**src/rtl/machine_mode_types_1_12_pkg.sv**
```systemverilog
// machine_mode_types_1_12_pkg: shared types and constants for the 1.12 privilege block.
package machine_mode_types_1_12_pkg;
  typedef enum logic [1:0] {IDLE, WAIT, INSERT} pipe_ctrl_state_t;
  typedef enum logic {TRAP, RET} redirect_kind_t;
  localparam logic [1:0] DIRECT = 2'd0;
  localparam logic [1:0] VECTORED = 2'd1;
endpackage

```
**src/rtl/priv_1_12_pipe_ctrl_if.sv**
```systemverilog
// priv_1_12_pipe_ctrl_if: trap/return request and fetch redirect bundle.
interface priv_1_12_pipe_ctrl_if;
  logic intr;
  logic mret;
  logic sret;
  logic uret;
  logic pipe_clear;
  logic [31:0] curr_mtvec;
  logic [31:0] curr_mcause;
  logic [31:0] curr_mepc;
  logic insert_pc;
  logic [31:0] priv_pc;
  logic busy;
  modport master (
    output intr, mret, sret, uret, pipe_clear, curr_mtvec, curr_mcause, curr_mepc,
    input  insert_pc, priv_pc, busy
  );
  modport slave (
    input  intr, mret, sret, uret, pipe_clear, curr_mtvec, curr_mcause, curr_mepc,
    output insert_pc, priv_pc, busy
  );
endinterface

```
**src/rtl/priv_1_12_trap_target.sv**
```systemverilog
// priv_1_12_trap_target: combinational redirect target for trap entry or return.
module priv_1_12_trap_target
  import machine_mode_types_1_12_pkg::*;
#(
  parameter bit VECTORED_EN = 1'b1,
  parameter int IALIGN = 32
) (
  input  logic [31:0]    mtvec_i,
  input  logic [31:0]    mcause_i,
  input  logic [31:0]    mepc_i,
  input  redirect_kind_t kind_i,
  output logic [31:0]    target_o
);
  logic [31:0] base;
  logic [31:0] ret_pc;
  logic        vec;
  always_comb begin
    base = {mtvec_i[31:2], 2'b00};
    vec = VECTORED_EN && (mtvec_i[1:0] == VECTORED) && mcause_i[31];
    ret_pc = mepc_i & ~((IALIGN == 16) ? 32'd1 : 32'd3);
    target_o = (kind_i == RET) ? ret_pc : vec ? base + 32'({mcause_i[30:0], 2'b00}) : base;
  end
endmodule

```
**src/rtl/priv_1_12_pipe_ctrl.sv**
```systemverilog
// priv_1_12_pipe_ctrl: waits for pipeline drain, then redirects fetch for trap entry/return.
module priv_1_12_pipe_ctrl
  import machine_mode_types_1_12_pkg::*;
#(
  parameter bit VECTORED_EN = 1'b1,
  parameter int IALIGN = 32
) (
  input logic CLK,
  input logic nRST,
  priv_1_12_pipe_ctrl_if.slave bus
);
  pipe_ctrl_state_t state_q;
  redirect_kind_t   kind_q;
  redirect_kind_t   kind_d;
  logic             insert_q;
  logic [31:0]      priv_pc_q;
  logic [31:0]      target;
  logic             req;
  // An interrupt arriving while a return waits takes over, even on the drain cycle itself.
  assign req = bus.intr | bus.mret;
  assign kind_d = bus.intr ? TRAP : kind_q;
  priv_1_12_trap_target #(.VECTORED_EN(VECTORED_EN), .IALIGN(IALIGN)) u_target (
    .mtvec_i(bus.curr_mtvec),
    .mcause_i(bus.curr_mcause),
    .mepc_i(bus.curr_mepc),
    .kind_i(kind_d),
    .target_o(target)
  );
  always_ff @(posedge CLK or negedge nRST) begin
    if (!nRST) begin
      state_q <= IDLE;
      kind_q <= TRAP;
      insert_q <= 1'b0;
      priv_pc_q <= 32'h0;
    end else begin
      insert_q <= 1'b0;
      unique case (state_q)
        IDLE, INSERT: if (req) begin
          kind_q <= bus.intr ? TRAP : RET;
          state_q <= WAIT;
        end else state_q <= IDLE;
        WAIT: begin
          kind_q <= kind_d;
          if (bus.pipe_clear) begin
            priv_pc_q <= target;
            insert_q <= 1'b1;
            state_q <= INSERT;
          end
        end
        default: state_q <= IDLE;
      endcase
    end
  end
  assign bus.insert_pc = insert_q;
  assign bus.priv_pc = priv_pc_q;
  assign bus.busy = state_q != IDLE;
endmodule
```
**src/flat_wrapper.sv**
```systemverilog
// flat-port wrapper written by rule: the top's interface ports become plain ports
module priv_1_12_pipe_ctrl_flat import machine_mode_types_1_12_pkg::*;
#(
  parameter bit VECTORED_EN = 1'b1,
  parameter int IALIGN = 32
)
  (CLK, nRST, bus_intr, bus_mret, bus_sret, bus_uret, bus_pipe_clear, bus_curr_mtvec, bus_curr_mcause, bus_curr_mepc, bus_insert_pc, bus_priv_pc, bus_busy);
  priv_1_12_pipe_ctrl_if bus_i ();
  input logic CLK;
  input logic nRST;
  input wire logic [$bits(bus_i.intr)-1:0] bus_intr;
  input wire logic [$bits(bus_i.mret)-1:0] bus_mret;
  input wire logic [$bits(bus_i.sret)-1:0] bus_sret;
  input wire logic [$bits(bus_i.uret)-1:0] bus_uret;
  input wire logic [$bits(bus_i.pipe_clear)-1:0] bus_pipe_clear;
  input wire logic [$bits(bus_i.curr_mtvec)-1:0] bus_curr_mtvec;
  input wire logic [$bits(bus_i.curr_mcause)-1:0] bus_curr_mcause;
  input wire logic [$bits(bus_i.curr_mepc)-1:0] bus_curr_mepc;
  output wire logic [$bits(bus_i.insert_pc)-1:0] bus_insert_pc;
  output wire logic [$bits(bus_i.priv_pc)-1:0] bus_priv_pc;
  output wire logic [$bits(bus_i.busy)-1:0] bus_busy;
  assign bus_i.intr = bus_intr;
  assign bus_i.mret = bus_mret;
  assign bus_i.sret = bus_sret;
  assign bus_i.uret = bus_uret;
  assign bus_i.pipe_clear = bus_pipe_clear;
  assign bus_i.curr_mtvec = bus_curr_mtvec;
  assign bus_i.curr_mcause = bus_curr_mcause;
  assign bus_i.curr_mepc = bus_curr_mepc;
  assign bus_insert_pc = bus_i.insert_pc;
  assign bus_priv_pc = bus_i.priv_pc;
  assign bus_busy = bus_i.busy;
  priv_1_12_pipe_ctrl #(.VECTORED_EN(VECTORED_EN), .IALIGN(IALIGN)) u_core (.CLK(CLK), .nRST(nRST), .bus(bus_i));
endmodule
```
**config.mk**
```make
export PLATFORM = sky130hd
export DESIGN_NAME = priv_1_12_pipe_ctrl_flat
export DESIGN_NICKNAME = d
export VERILOG_FILES = /design/src/rtl/machine_mode_types_1_12_pkg.sv /design/src/rtl/priv_1_12_pipe_ctrl_if.sv /design/src/rtl/priv_1_12_trap_target.sv /design/src/rtl/priv_1_12_pipe_ctrl.sv /design/src/flat_wrapper.sv
export SDC_FILE = /design/constraint.sdc
export NUM_CORES = 1
export LEC_CHECK = 0
export ABC_AREA = 1
export CAP_MARGIN = 0
export CORE_ASPECT_RATIO = 1.5
export CORE_MARGIN = 10
export CORE_UTILIZATION = 30
export DETAILED_ROUTE_END_ITERATION = 8
export GPL_ROUTABILITY_DRIVEN = 0
export MAX_ROUTING_LAYER = met4
export PLACE_DENSITY = 0.58
export SYNTH_ARGS = -nofsm -noshare
export SYNTH_HDL_FRONTEND = slang
export SYNTH_HIERARCHICAL = 1
export SYNTH_SLANG_ARGS = --single-unit
export TNS_END_PERCENT = 30
```
**constraint.sdc**
```tcl
create_clock -name CLK -period 1.6 [get_ports CLK]
set_input_delay 0.16 -clock CLK [delete_from_list [all_inputs] [get_ports CLK]]
set_output_delay 0.16 -clock CLK [all_outputs]
set_load 0.05 [all_outputs]
```
# After elaboration in Yosys (flattened, before gate mapping)
# Index checks and enable logic that the tools add are counted.
# W data, S select, Z words.
[totals]
ff_bits = 36
word_cells = 29
input_bits = 103
output_inout_bits = 34
[classes]
n_reduce_logical = 7
bitwise = 1
eq_ne = 5
mux = 11
n_addsub = 1
[ops]
columns = ["op", "n"]
rows = [
  ["$mux W32", 2],
  ["$add A32 B32 Y32", 1],
  ["$mux W1", 6],
  ["$eq A2 B1 Y1 const B", 2],
  ["$pmux W2 S2", 1],
  ["$reduce_and A2 Y1", 2],
  ["$reduce_bool A2 Y1", 2],
  ["$eq A2 B2 Y1 const B", 1],
  ["$logic_not A2 Y1", 1],
  ["$mux W2", 1],
  ["$ne A2 B1 Y1 const B", 1],
  ["$ne A2 B2 Y1 const B", 1],
  ["$pmux W1 S2", 1],
  ["$reduce_or A2 Y1", 1],
  ["$logic_and A1 B1 Y1", 1],
  ["$or A1 B1 Y1", 1],
]

# Longest topological paths before layout
# Gate-level depths: netlist (run 1).
[depth]
ltp_word = 4
depth_mapped = 15
mapped_depth_nobuf = 15

# Modules after synthesis
# Netlist (run 1), hierarchy kept.
[by_module_without_submodules]
columns = ["module", "seq_area_each_um2", "cells_per_inst", "instances", "area_each_um2"]
rows = [
  ["priv_1_12_trap_target", 0.0, 598, 1, 2866.5],
  ["priv_1_12_pipe_ctrl", 900.9, 158, 1, 1437.6],
]

# Worst setup path before layout (run 1)
# OpenSTA, ideal clock, no wires.
[synth_timing]
path_kind = "input -> register"
start = "input bus_curr_mtvec[2]"
end = "register u_core.priv_pc_q[18] (netlist: u_core/bus.priv_pc[18])"
setup_slack_ps = -146
stages = 12
arrival_time_ps = 1628
n_path_buf = 0
cell_sequence = "ha_1 -> fa_1 -> nand3_1 -> nand3_2 -> a21oi_2 -> nor2_1 -> o21bai_1 -> nand3_1 -> nand2_1 -> nand2_1 -> nand2_1 -> nand2_1"
[synth_via]
elab_chain_len = 3
[synth_lines]
columns = ["item", "line", "text"]
rows = [
  ["start: declaration", "flat_wrapper.sv:16", "input wire logic [$bits(bus_i.curr_mtvec)-1:0] bus_curr_mtvec;"],
  ["$add A32 B32 Y32", "priv_1_12_trap_target.sv:21", "target_o = (kind_i == RET) ? ret_pc : vec ? base + 32'({mcause_i[30:0], 2'b00}) : base;"],
  ["$mux W32 (2 in a row)", "priv_1_12_trap_target.sv:21", ""],
  ["named net u_core.target[18]", "priv_1_12_pipe_ctrl.sv:17", "logic [31:0] target;"],
  ["end signal: assignment", "priv_1_12_pipe_ctrl.sv:45", "priv_pc_q <= target;"],
  ["end: declaration", "priv_1_12_pipe_ctrl.sv:16", "logic [31:0] priv_pc_q;"],
]
# The timed path passes the listed nets, and every way through them passes these cells.
# A chain may end at the register's enable or synchronous reset.

# Final worst setup path (run 1)
[layout_timing]
start = "input bus_curr_mtvec[23]"
end = "register u_core.priv_pc_q[25] (netlist: u_core/bus.priv_pc[25])"
# Same word-level chain as after synthesis.

==> results.md, run 1 <==
* Cell count along the critical path at 13
* Pwr Total at about 7.8 mW
* Setup ws final at 0.0247 ns
* Pre-Repair DR Iteration Count at 6
* Die area at roughly 20000 um^2
* Worst min path class: in -> reg
* Fillers at around 1400
* Post-Syn Area at about 4300 um^2
* Max clock buf depth at 2
* Layout Cells excl Fill at between 1000 and 1500
* Worst clock skew at ~0.0045 ns
* Die Y at approximately 170 um
* Internal power at roughly 3.8 mW
* Via Count at between 5000 and 6000
* Via count normalized by instance count at 4.48
* Routed Antenna Nets at 0
* Finished Core Util at roughly 53%
* Peak VDD IR at roughly 0.78 mV
* Number of global-route vias before repair at approximately 5400
* IO Pins at between 100 and 150
* Yosys reg bits at 36
* Fmax at about 630 MHz
* First-pass GRT wire length at between 20000 and 30000 um
* Yosys warns at 6
* Top FF cell, synth: dfrtp_1
* Worst Path Buf+Inv at 2
* Port bufs at between 100 and 150
* H-tree depth at 2
* CP delay by family, top: simple AND/OR/NAND/NOR gates
* Combinational share of power at 67.0%
* Biggest area consumer among synthesized cells: nand2_1
* Routed WL at between 15000 and 20000 um
* Cells after Synth at around 760
* Reg power frac at between 20% and 30%
* Critical path arrival at between 1.5 and 2 ns
* Fin. Hold Viols at 0
* Reg2Reg Setup Slack at 0.30 ns
* Largest net degree at the start of global routing at 37
* Worst path max stage delay at around 0.32 ns
* Area Growth Syn to Fin at 73.0%
* Worst-Skew Late Latency at ~0.28 ns
* Worst setup SP type: input pin
* Most numerous cell on the critical path: nand2_1
* Die width at roughly 120 um
* Initial Util at a little over 30%
* Max Cap Viol at 0
* Status: finished clean
* RSZ-0062 raised after global routing: yes
* Initial DRC Count at about 290
* TritonCTS buffer count at 5
* Yosys top cell area share at 29.7%
* Root Driver: clkbuf_16
* Max Slew Vio Count at 0
* WHS Path Cells at 5
* GRT overflow at 0
* Critical path type: in -> reg
* Hold_ws at around 0.24 ns
* Proportion of layout cells with a drive suffix above 1 at 37.7%
* Reg2reg end: u_core/bus.priv_pc[28]
* CP Max Fanout at 4
* Clock share of power at about an eighth
* WL/cell at between 10 and 15 um
* R2R depth at 9
* Clk slew on worst S/H paths at approximately 0.060 ns
* Crit-path cells: dlygate4sd2_1 > ha_4 > nand2_4 > nor2_4 > inv_1 > nor3_4 > nand2_4 > nand3_1 > nand3_1 > nand2_1 > nand2_1 > nand2_1 > nand2_1
* Syn avg cell area at 5.69 um^2
* Slowest cell on the critical path: ha_4
* Hold Path End: u_core/bus.priv_pc[2]
* Synth unique cells at 37
* Hold_sp: bus_curr_mtvec[2]
* Core ar. at ~14000 um^2
* Seq/Total Area, Yosys at roughly a fifth
* Final period utilization at a little over nine tenths
* Leak Pwr at 3.89 nW
* Cell Count Post-Placement at between 1000 and 1500
* Number of cell rows at 53
* PwrDens at 1040 nW/um^2
* Switching part of the total at approximately half
* Largest cells by area after synthesis: nand2_1 (30%), dfrtp_1 (21%), ha_1 (8.4%)
* DP HPWL at around 14000 um
* Clock sinks at 36
* Setup TNS at 0 ns
* Post-DP Area at around 6400 um^2
* Crit path time final at approximately 1.6 ns
* Residual DRC at 0
* Crit end category: flop
* Post-synthesis async set-or-reset flop share at 100%
* CTS tree: built
* Post-synth EDFFs at 0
* Reg2reg start: u_core/kind_q
* Final net count at around 1100
* Final Cell Area at ~7400 um^2
* Final Setup Violations at 0
* GRT Util Overall at between 10% and 20%
* Initial antenna violation count at 2
* Switching power at 3.92 mW
* Post-place setup slack at -0.706 ns
* Req. time, crit path at 1.77 ns
[worst max-delay path by stage]
stage | start | end | slack [ns]
global placement | bus_curr_mtvec[2] | u_core/bus.priv_pc[10] | -0.70
detailed placement | bus_curr_mtvec[9] | u_core/bus.priv_pc[22] | -0.71
CTS | bus_curr_mtvec[5] | u_core/bus.priv_pc[27] | -0.03
floorplan | bus_curr_mtvec[2] | u_core/bus.priv_pc[18] | 0.008
finish | bus_curr_mtvec[23] | u_core/bus.priv_pc[25] | 0.02
global route | bus_curr_mcause[16] | u_core/bus.priv_pc[23] | -0.09
[cell families (layout without fill, tap and decap cells)]
logic type / Yosys count / after routing / share of synthesized area [%]
xor gates and xnor gates: 14 / 14 / 2.85
and+or+nand+nor: 497 / 497 / 47.3
buffers and inverters: 117 / 334 / 12.0
DFF: 36 / 36 / 20.9
AOI/OAI and AO/OA: 61 / 61 / 7.97
adders and majority gates: 30 / 30 / 8.90
other: 1 / 4 / 0.0871
[worst min-delay path, stage by stage]
cell and delay [ns]:
buf_8 0.10, nand2_1 0.05, a31oi_1 0.06, nand2_1 0.06
nand2_1 0.04
[flip-flops by register name (all words and copies together) (netlist names)]
register              cells
u_core/kind_q             1
u_core/bus.insert_pc      1
u_core/bus.priv_pc       32
u_core/state_q            2
[cells in the mapped netlist (8+ instances only)]
cell type and instances:
dfrtp_1 36, nand2_2 14, xor2_1 8, nand3_1 38, inv_1 96, a21oi_1 24
o21ai_0 17, nor2_1 82, nand2_1 341, ha_1 29
[power by group through the flow]
stage	Combinational (mW)	Sequential [mW]	Clock (mW)
after CTS	5.06	1.58	1.02
after floorplan	1.66	2.93	0
after global placement	4.79	1.58	0
final	5.21	1.58	0.990
after detailed placement	4.80	1.59	0
after global routing	5.60	1.64	1.05
[timing repair]
| action | 4_1_cts | 5_1_grt |
|---|---|---|
| gates resized for setup | 194 | 157 |
| endpoints found under the hold margin | 36 | 0 |
| buffers inserted | 7 | 4 |
| endpoints found under the setup margin | 27 | 26 |
| hold buffers | 1 | 0 |
| pin swaps | 59 | 73 |
[placed cells by master, fill, tap and decap left out, types with 8 or more instances in the layout]
cell / n
nand2_1: 270
buf_4: 123
inv_1: 90
nand2_2: 59
nor2_1: 56
clkdlybuf4s50_1: 38
dfrtp_1: 36
ha_4: 29
clkbuf_2: 27
nand3_1: 27
nand2_4: 26
dlygate4sd2_1: 22
nor2_4: 18
nor2_2: 15
a21oi_2: 14
nand3_2: 14
o21ai_0: 13
a21oi_1: 10
o21ai_1: 8
[final cells by class]
| type | count | area, um^2 | area share, % |
|---|---|---|---|
| multi-input cells | 604 | 3910 | 52.5 |
| repair buffers | 229 | 1880 | 25.2 |
| flip-flops and latches | 36 | 901 | 12.1 |
| inverters | 97 | 367 | 4.92 |
| well taps | 192 | 240 | 3.23 |
| clock buffers | 8 | 146 | 1.97 |
| diodes | 2 | 5.00 | 0.0672 |
[metal layers]
layer  global-route usage [%]  share of wire [%]
met5                        -                  0
met4                     7.34                2.6
met3                     1.18                2.9
met2                     31.4                 54
met1                     19.2                 41
Note: power is estimated with default switching activity, not from simulation.
==> run 2: changes to the inputs <==
--- a/config.mk
+++ b/config.mk
@@ -8,7 +8,6 @@
 export ABC_AREA = 1
 export CAP_MARGIN = 0
 export CORE_ASPECT_RATIO = 1.5
-export CORE_MARGIN = 10
 export CORE_UTILIZATION = 30
 export DETAILED_ROUTE_END_ITERATION = 8
 export GPL_ROUTABILITY_DRIVEN = 0
==> results.md, run 2 (synthesized netlist as in run 1, its figures left out) <==
* Worst-Skew Late Latency at 0.28 ns (about the same)
* Reg2Reg Setup Slack at 0.31 ns (was 0.30 ns)
* Pwr Total at 7.84 mW (was 7.77 mW)
* Worst min path class: in -> reg (unchanged)
* Post-DP Area at 6490 um^2 (was 6390 um^2)
* GRT Util Overall at 22.4% (was 17.4%)
* Root Driver: clkbuf_16 (unchanged)
* CP delay by family, top: simple AND/OR/NAND/NOR gates (unchanged)
* PwrDens at 1010 nW/um^2 (was 1040 nW/um^2)
* Most numerous cell on the critical path: nand2_1 (unchanged)
* Worst path max stage delay at 0.31 ns (was 0.32 ns)
* CTS tree: built (unchanged)
* Worst clock skew at 0.00231 ns (was 0.00453 ns)
* Clk slew on worst S/H paths at 0.05 ns (was 0.06 ns)
* Setup TNS at 0 ns (unchanged)
* Hold_ws at 0.271 ns (was 0.239 ns)
* IO Pins at 137 (unchanged)
* Final period utilization at 99.5% (was 98.5%)
* Fin. Hold Viols at 0 (unchanged)
* Final Cell Area at 7770 um^2 (was 7450 um^2)
* CP Max Fanout at 4 (unchanged)
* RSZ-0062 raised after global routing: yes (unchanged)
* Number of cell rows at 53 (unchanged)
* Max Slew Vio Count at 0 (unchanged)
* Ant diodes at 0 (was 2)
* TritonCTS buffer count at 5 (unchanged)
* Via Count at 5408 (was 5236)
* GRT overflow at 0 (unchanged)
* Via count normalized by instance count at 4.56 (was 4.48)
* Most frequent cells in the layout: nand2_1 (256), buf_4 (139), inv_1 (84), nand2_2 (72), nor2_1 (58) (was nand2_1 (270), buf_4 (123), inv_1 (90), nand2_2 (59), nor2_1 (56))
* Die area at 14800 um^2 (was 19600 um^2)
* Die width at 99.8 um (was 118 um)
* Initial DRC Count at 237 (was 285)
* Max Cap Viol at 0 (unchanged)
* Port bufs at 131 (unchanged)
* Routed WL at 16800 um (was 17400 um)
* Crit-path cells: dlygate4sd2_1 > ha_4 > nand2_4 > buf_4 > nor2_4 > nand2_1 > nand2_1 > inv_1 > nand3_1 > nand2_1 > nor2_2 > o21ai_1 > nand2_1 > nand2_1 (was dlygate4sd2_1 > ha_4 > nand2_4 > nor2_4 > inv_1 > nor3_4 > nand2_4 > nand3_1 > nand3_1 > nand2_1 > nand2_1 > nand2_1 > nand2_1)
* Largest net degree at the start of global routing at 37 (unchanged)
* Initial antenna violation count at 0 (was 2)
* Most common cell after layout, fill and taps aside: nand2_1 (unchanged)
* Initial Util at 30.8% (was 30.6%)
* DP HPWL at 12900 um (was 14000 um)
* Pre-Repair DR Iteration Count at 4 (was 6)
* Max clock buf depth at 2 (unchanged)
* Req. time, crit path at 1.77 ns (about the same)
* Area Growth Syn to Fin at 80.6% (was 73.0%)
* Critical path type: in -> reg (unchanged)
* WL/cell at 14.2 um (was 14.9 um)
* Peak VDD IR at 0.557 mV (was 0.779 mV)
* Worst setup SP type: input pin (unchanged)
* Worst Path Buf+Inv at 3 (was 2)
* Largest register FFs at 32 (unchanged)
* Die Y at 149 um (was 167 um)
* Crit path time final at 1.59 ns (was 1.58 ns)
* Leak Pwr at 4.02 nW (was 3.89 nW)
* First-pass GRT wire length at 25300 um (was 27200 um)
* Clock sinks at 36 (unchanged)
* Critical path arrival at 1.76 ns (was 1.75 ns)
* Fmax at 628 MHz (was 635 MHz)
* Crit end category: flop (unchanged)
* Status: finished clean (unchanged)
* Residual DRC at 0 (unchanged)
* Proportion of layout cells with a drive suffix above 1 at 42.5% (was 37.7%)
* Final Setup Violations at 0 (unchanged)
* H-tree depth at 2 (unchanged)
* Slowest cell on the critical path: ha_4 (unchanged)
* Number of global-route vias before repair at 5208 (was 5370)
* Finished Core Util at 55.6% (was 53.0%)
* Final net count at 1125 (was 1106)
* Core ar. at 14000 um^2 (was 14100 um^2)
* Routed Antenna Nets at 0 (unchanged)
[run 2: cell types whose count changed in the layout (fill, tap and decap cells not counted), moves of 3 or more]
cell and change:
clkbuf_2 -4, nand2_2 +13, buf_2 +5, buf_6 +7
dlygate4sd2_1 -12, buf_4 +16, inv_2 +7, inv_1 -6
nand3_1 -6, nor2_2 -4, a21oi_1 -3, clkdlybuf4s15_1 +4
nand2_1 -14, nand3_4 +5
[run 2: path summary, 6_finish.rpt]
check                                      start                      to  cells past startpoint
setup / recovery             bus_curr_mcause[15]  u_core/bus.priv_pc[19]                     14
hold / removal                 bus_curr_mtvec[2]   u_core/bus.priv_pc[2]                      5
setup reg to reg                   u_core/kind_q   u_core/bus.priv_pc[6]                      8
hold reg to reg            u_core/bus.priv_pc[6]   u_core/bus.priv_pc[6]                      2
max in group asynchronous                   nRST  u_core/bus.priv_pc[21]                      3
min in group asynchronous                   nRST    u_core/bus.insert_pc                      3
[run 2: per-stage QoR]
stage	instances	worst slack, ns
6_report	1185	0.00859
5_1_grt	1185	-0.0850
4_1_cts	1176	-0.0215
3_5_place_dp	1160	-0.796
3_3_place_gp	1160	-0.758
2_1_floorplan	757	0.00765
[run 2: final cells by class]
type                       instances  area [um^2]
inverter                          97          364
fill                            1345         6220
sequential                        36          901
clock buffer                       8          146
multi-input combinational        604         4060
timing repair buffer             248         2060
tap                              192          240
[run 2: tightest hold or removal path: stages]
cell	delay [ns]
buf_8	0.10
nand2_1	0.07
a31oi_1	0.07
nand2_1	0.07
nand2_1	0.04
[run 2: layer usage]
metal / global-route usage, % / vias to the layer above / part of all wire [%]
met5: - / - / 0
met4: 8.82 / 0 / 2.7
met3: 1.27 / 33 / 3.1
met2: 40.4 / 117 / 54
met1: 25.8 / 2470 / 41
li1: - / 2788 / -
[run 2: timing repair]
action / 4_1_cts / 5_1_grt
endpoints found under the setup margin: 28 / 27
buffers inserted: 8 / 9
hold endpoints to repair: 36 / 0
hold buffers: 1 / 0
resized for setup: 227 / 210
gates cloned: 0 / 0
pin swaps: 60 / 116
[run 2: where the power goes]
| group | switching [mW] | internal, mW |
|---|---|---|
| clock network | 0.354 | 0.621 |
| logic | 3.34 | 1.94 |
| registers | 0.249 | 1.33 |
==> run 3: changes to the inputs <==
==> constraint.sdc (replaced) <==
create_clock -name CLK -period 1.87 [get_ports CLK]
set_input_delay 0.187 -clock CLK [delete_from_list [all_inputs] [get_ports CLK]]
set_output_delay 0.187 -clock CLK [all_outputs]
set_load 0.05 [all_outputs]
==> results.md, run 3 (synthesized netlist as in run 1, its figures left out) <==
* Status: finished clean (unchanged)
* Fin. Hold Viols at 0 (unchanged)
* CP Max Fanout at 5 (was 4)
* Routed WL at 15300 um (was 16800 um)
* PwrDens at 919 nW/um^2 (was 1010 nW/um^2)
* Die Y at 149 um (unchanged)
* Core ar. at 14000 um^2 (unchanged)
* TritonCTS buffer count at 5 (unchanged)
* Routing usage on met2 at 38.4% (was 40.4%)
* Max Slew Vio Count at 0 (unchanged)
* Cell Count Post-Placement at 1130 (was 1160)
* IO Pins at 137 (unchanged)
* Slew HR at a little over three fifths
* Max clock buf depth at 2 (unchanged)
* Via Count at 5100 (was 5408)
* Global routing usage on met1 at 25.4% (was 25.8%)
* Fillers at 1463 (was 1345)
* Crit end category: flop (unchanged)
* Routed Antenna Nets at 0 (unchanged)
* Worst setup SP type: input pin (unchanged)
* Critical path arrival at 2.03 ns (was 1.76 ns)
* GRT overflow at 0 (unchanged)
* Reg2Reg Setup Slack at 0.50 ns (was 0.31 ns)
* Final period utilization at between 90% and 100%
* Port bufs at 131 (unchanged)
* Clk slew on worst S/H paths at 0.05 ns (about the same)
* Die width at 99.8 um (unchanged)
* Largest register FFs at 32 (unchanged)
* Number of cell rows at 53 (unchanged)
* CTS tree: built (unchanged)
* Root Driver: clkbuf_16 (unchanged)
* Peak VDD IR at 0.481 mV (was 0.557 mV)
* Layout Cells excl Fill at 1143 (was 1185)
* Fmax at between 500 and 600 MHz
* Crit path time final at between 1.5 and 2 ns
* Worst clock skew at 0.00292 ns (was 0.00231 ns)
* DP HPWL at 12300 um (was 12900 um)
* Req. time, crit path at 2.09 ns (was 1.77 ns)
* Worst-Skew Late Latency at 0.28 ns (about the same)
* Largest net degree at the start of global routing at 34 (was 37)
* Worst min path class: in -> async (was in -> reg)
* Finished Core Util at 50.2% (was 55.6%)
* Layer with the highest usage: met2 (unchanged)
* Pre-Repair DR Iteration Count at 4 (unchanged)
* Via count normalized by instance count at 4.46 (was 4.56)
* Area Growth Syn to Fin at 63.3% (was 80.6%)
* Worst-margin pin slew at between 0.5 and 0.6 ns
* Leak Pwr at 3.72 nW (was 4.02 nW)
* Final Setup Violations at 0 (unchanged)
* Post-DP Area at 6280 um^2 (was 6490 um^2)
* Initial Util at 30.8% (unchanged)
* Initial antenna violation count at 1 (was 0)
* Proportion of layout cells with a drive suffix above 1 at 21.1% (was 42.5%)
* GRT Util Overall at 21.7% (was 22.4%)
* First-pass GRT wire length at 24400 um (was 25300 um)
* RSZ-0062 raised after global routing: yes (unchanged)
* Hold_ws at 0.337 ns (was 0.271 ns)
* Final Cell Area at 7030 um^2 (was 7770 um^2)
* FF+latch area at 901 um^2 (unchanged)
* WL/cell at 13.4 um (was 14.2 um)
* H-tree depth at 2 (unchanged)
* Critical path type: in -> reg (unchanged)
* Die area at 14800 um^2 (unchanged)
* Residual DRC at 0 (unchanged)
* Clock sinks at 36 (unchanged)
* Most frequent cells in the layout: nand2_1 (316), inv_1 (95), clkdlybuf4s50_1 (81), buf_4 (71), nor2_1 (67) (was nand2_1 (256), buf_4 (139), inv_1 (84), nand2_2 (72), nor2_1 (58))
* Most common cell after layout, fill and taps aside: nand2_1 (unchanged)
* Met3 Resource Use GR at 1.13% (was 1.27%)
* Final net count at 1082 (was 1125)
* Initial DRC Count at 196 (was 237)
* Max Cap Viol at 0 (unchanged)
* Number of global-route vias before repair at 4968 (was 5208)
* Multi-input logic area at 3450 um^2 (was 4060 um^2)
-- run 3: changes by cell type in the layout (fill, tap and decap cells not counted), moves of 17 or more --
cell             change
dlygate4sd2_1       +17
nand2_1             +60
clkbuf_2            -23
buf_4               -68
nand2_4             -21
nand2_2             -39
clkdlybuf4s50_1     +43
-- run 3: layout make-up --
class,count,share of cell area [%]
clock inverters,2,0.142
flip-flops and latches,36,12.8
diodes,1,0.0356
multi-input cells,604,49.1
inverters,97,5.18
well taps,192,3.42
clock buffers,6,1.98
repair buffers,205,27.3
-- run 3: metal layers --
metal | routed length [um] | part of all wire [%]
met1 | 6300 | 41
met2 | 7930 | 52
met3 | 580 | 3.8
met4 | 505 | 3.3
met5 | 0 | 0
-- run 3: worst paths after layout --
path,startpoint,end,depth (start not counted)
max,bus_curr_mtvec[2],u_core/bus.priv_pc[14],12
min,nRST,u_core/bus.insert_pc,2
max reg2reg,u_core/kind_q,u_core/bus.priv_pc[19],8
min reg2reg,u_core/bus.priv_pc[24],u_core/bus.priv_pc[24],2
max in group asynchronous,nRST,u_core/bus.priv_pc[1],3
min in group CLK,bus_curr_mtvec[20],u_core/bus.priv_pc[20],7
-- run 3: repair_timing --
| action | 4_1_cts | 5_1_grt |
|---|---|---|
| pin swaps | 23 | 17 |
| setup buffers | 3 | 0 |
| endpoints found under the hold margin | 13 | 0 |
| resized for setup | 84 | 63 |
| hold buffers | 1 | 0 |
| endpoints found under the setup margin | 25 | 17 |
-- run 3: through the flow --
stage,power (mW),setup slack (ns),TNS (ns)
2_1_floorplan,3.92,0.0969,0
3_5_place_dp,5.45,-0.605,-11.47
5_1_grt,6.89,-0.0449,-0.0785
4_1_cts,6.44,0.00572,0
3_3_place_gp,5.43,-0.620,-11.19
6_report,6.46,0.0583,0
-- run 3: worst max-delay path: stages --
cell and delay, ns:
dlygate4sd2_1 0.27, ha_4 0.18, fa_2 0.37, nand3_2 0.11
nand3_4 0.11, nand3_2 0.10, nand3_4 0.11, xor2_2 0.18
nor2_1 0.07, o21ai_2 0.22, nand2_2 0.07, nand2_1 0.05
-- run 3: power by group --
group	internal [mW]	total, mW	switching [mW]
registers	1.14	1.35	0.207
clock network	0.525	0.845	0.320
logic	1.59	4.27	2.68
total	3.25	6.46	3.21
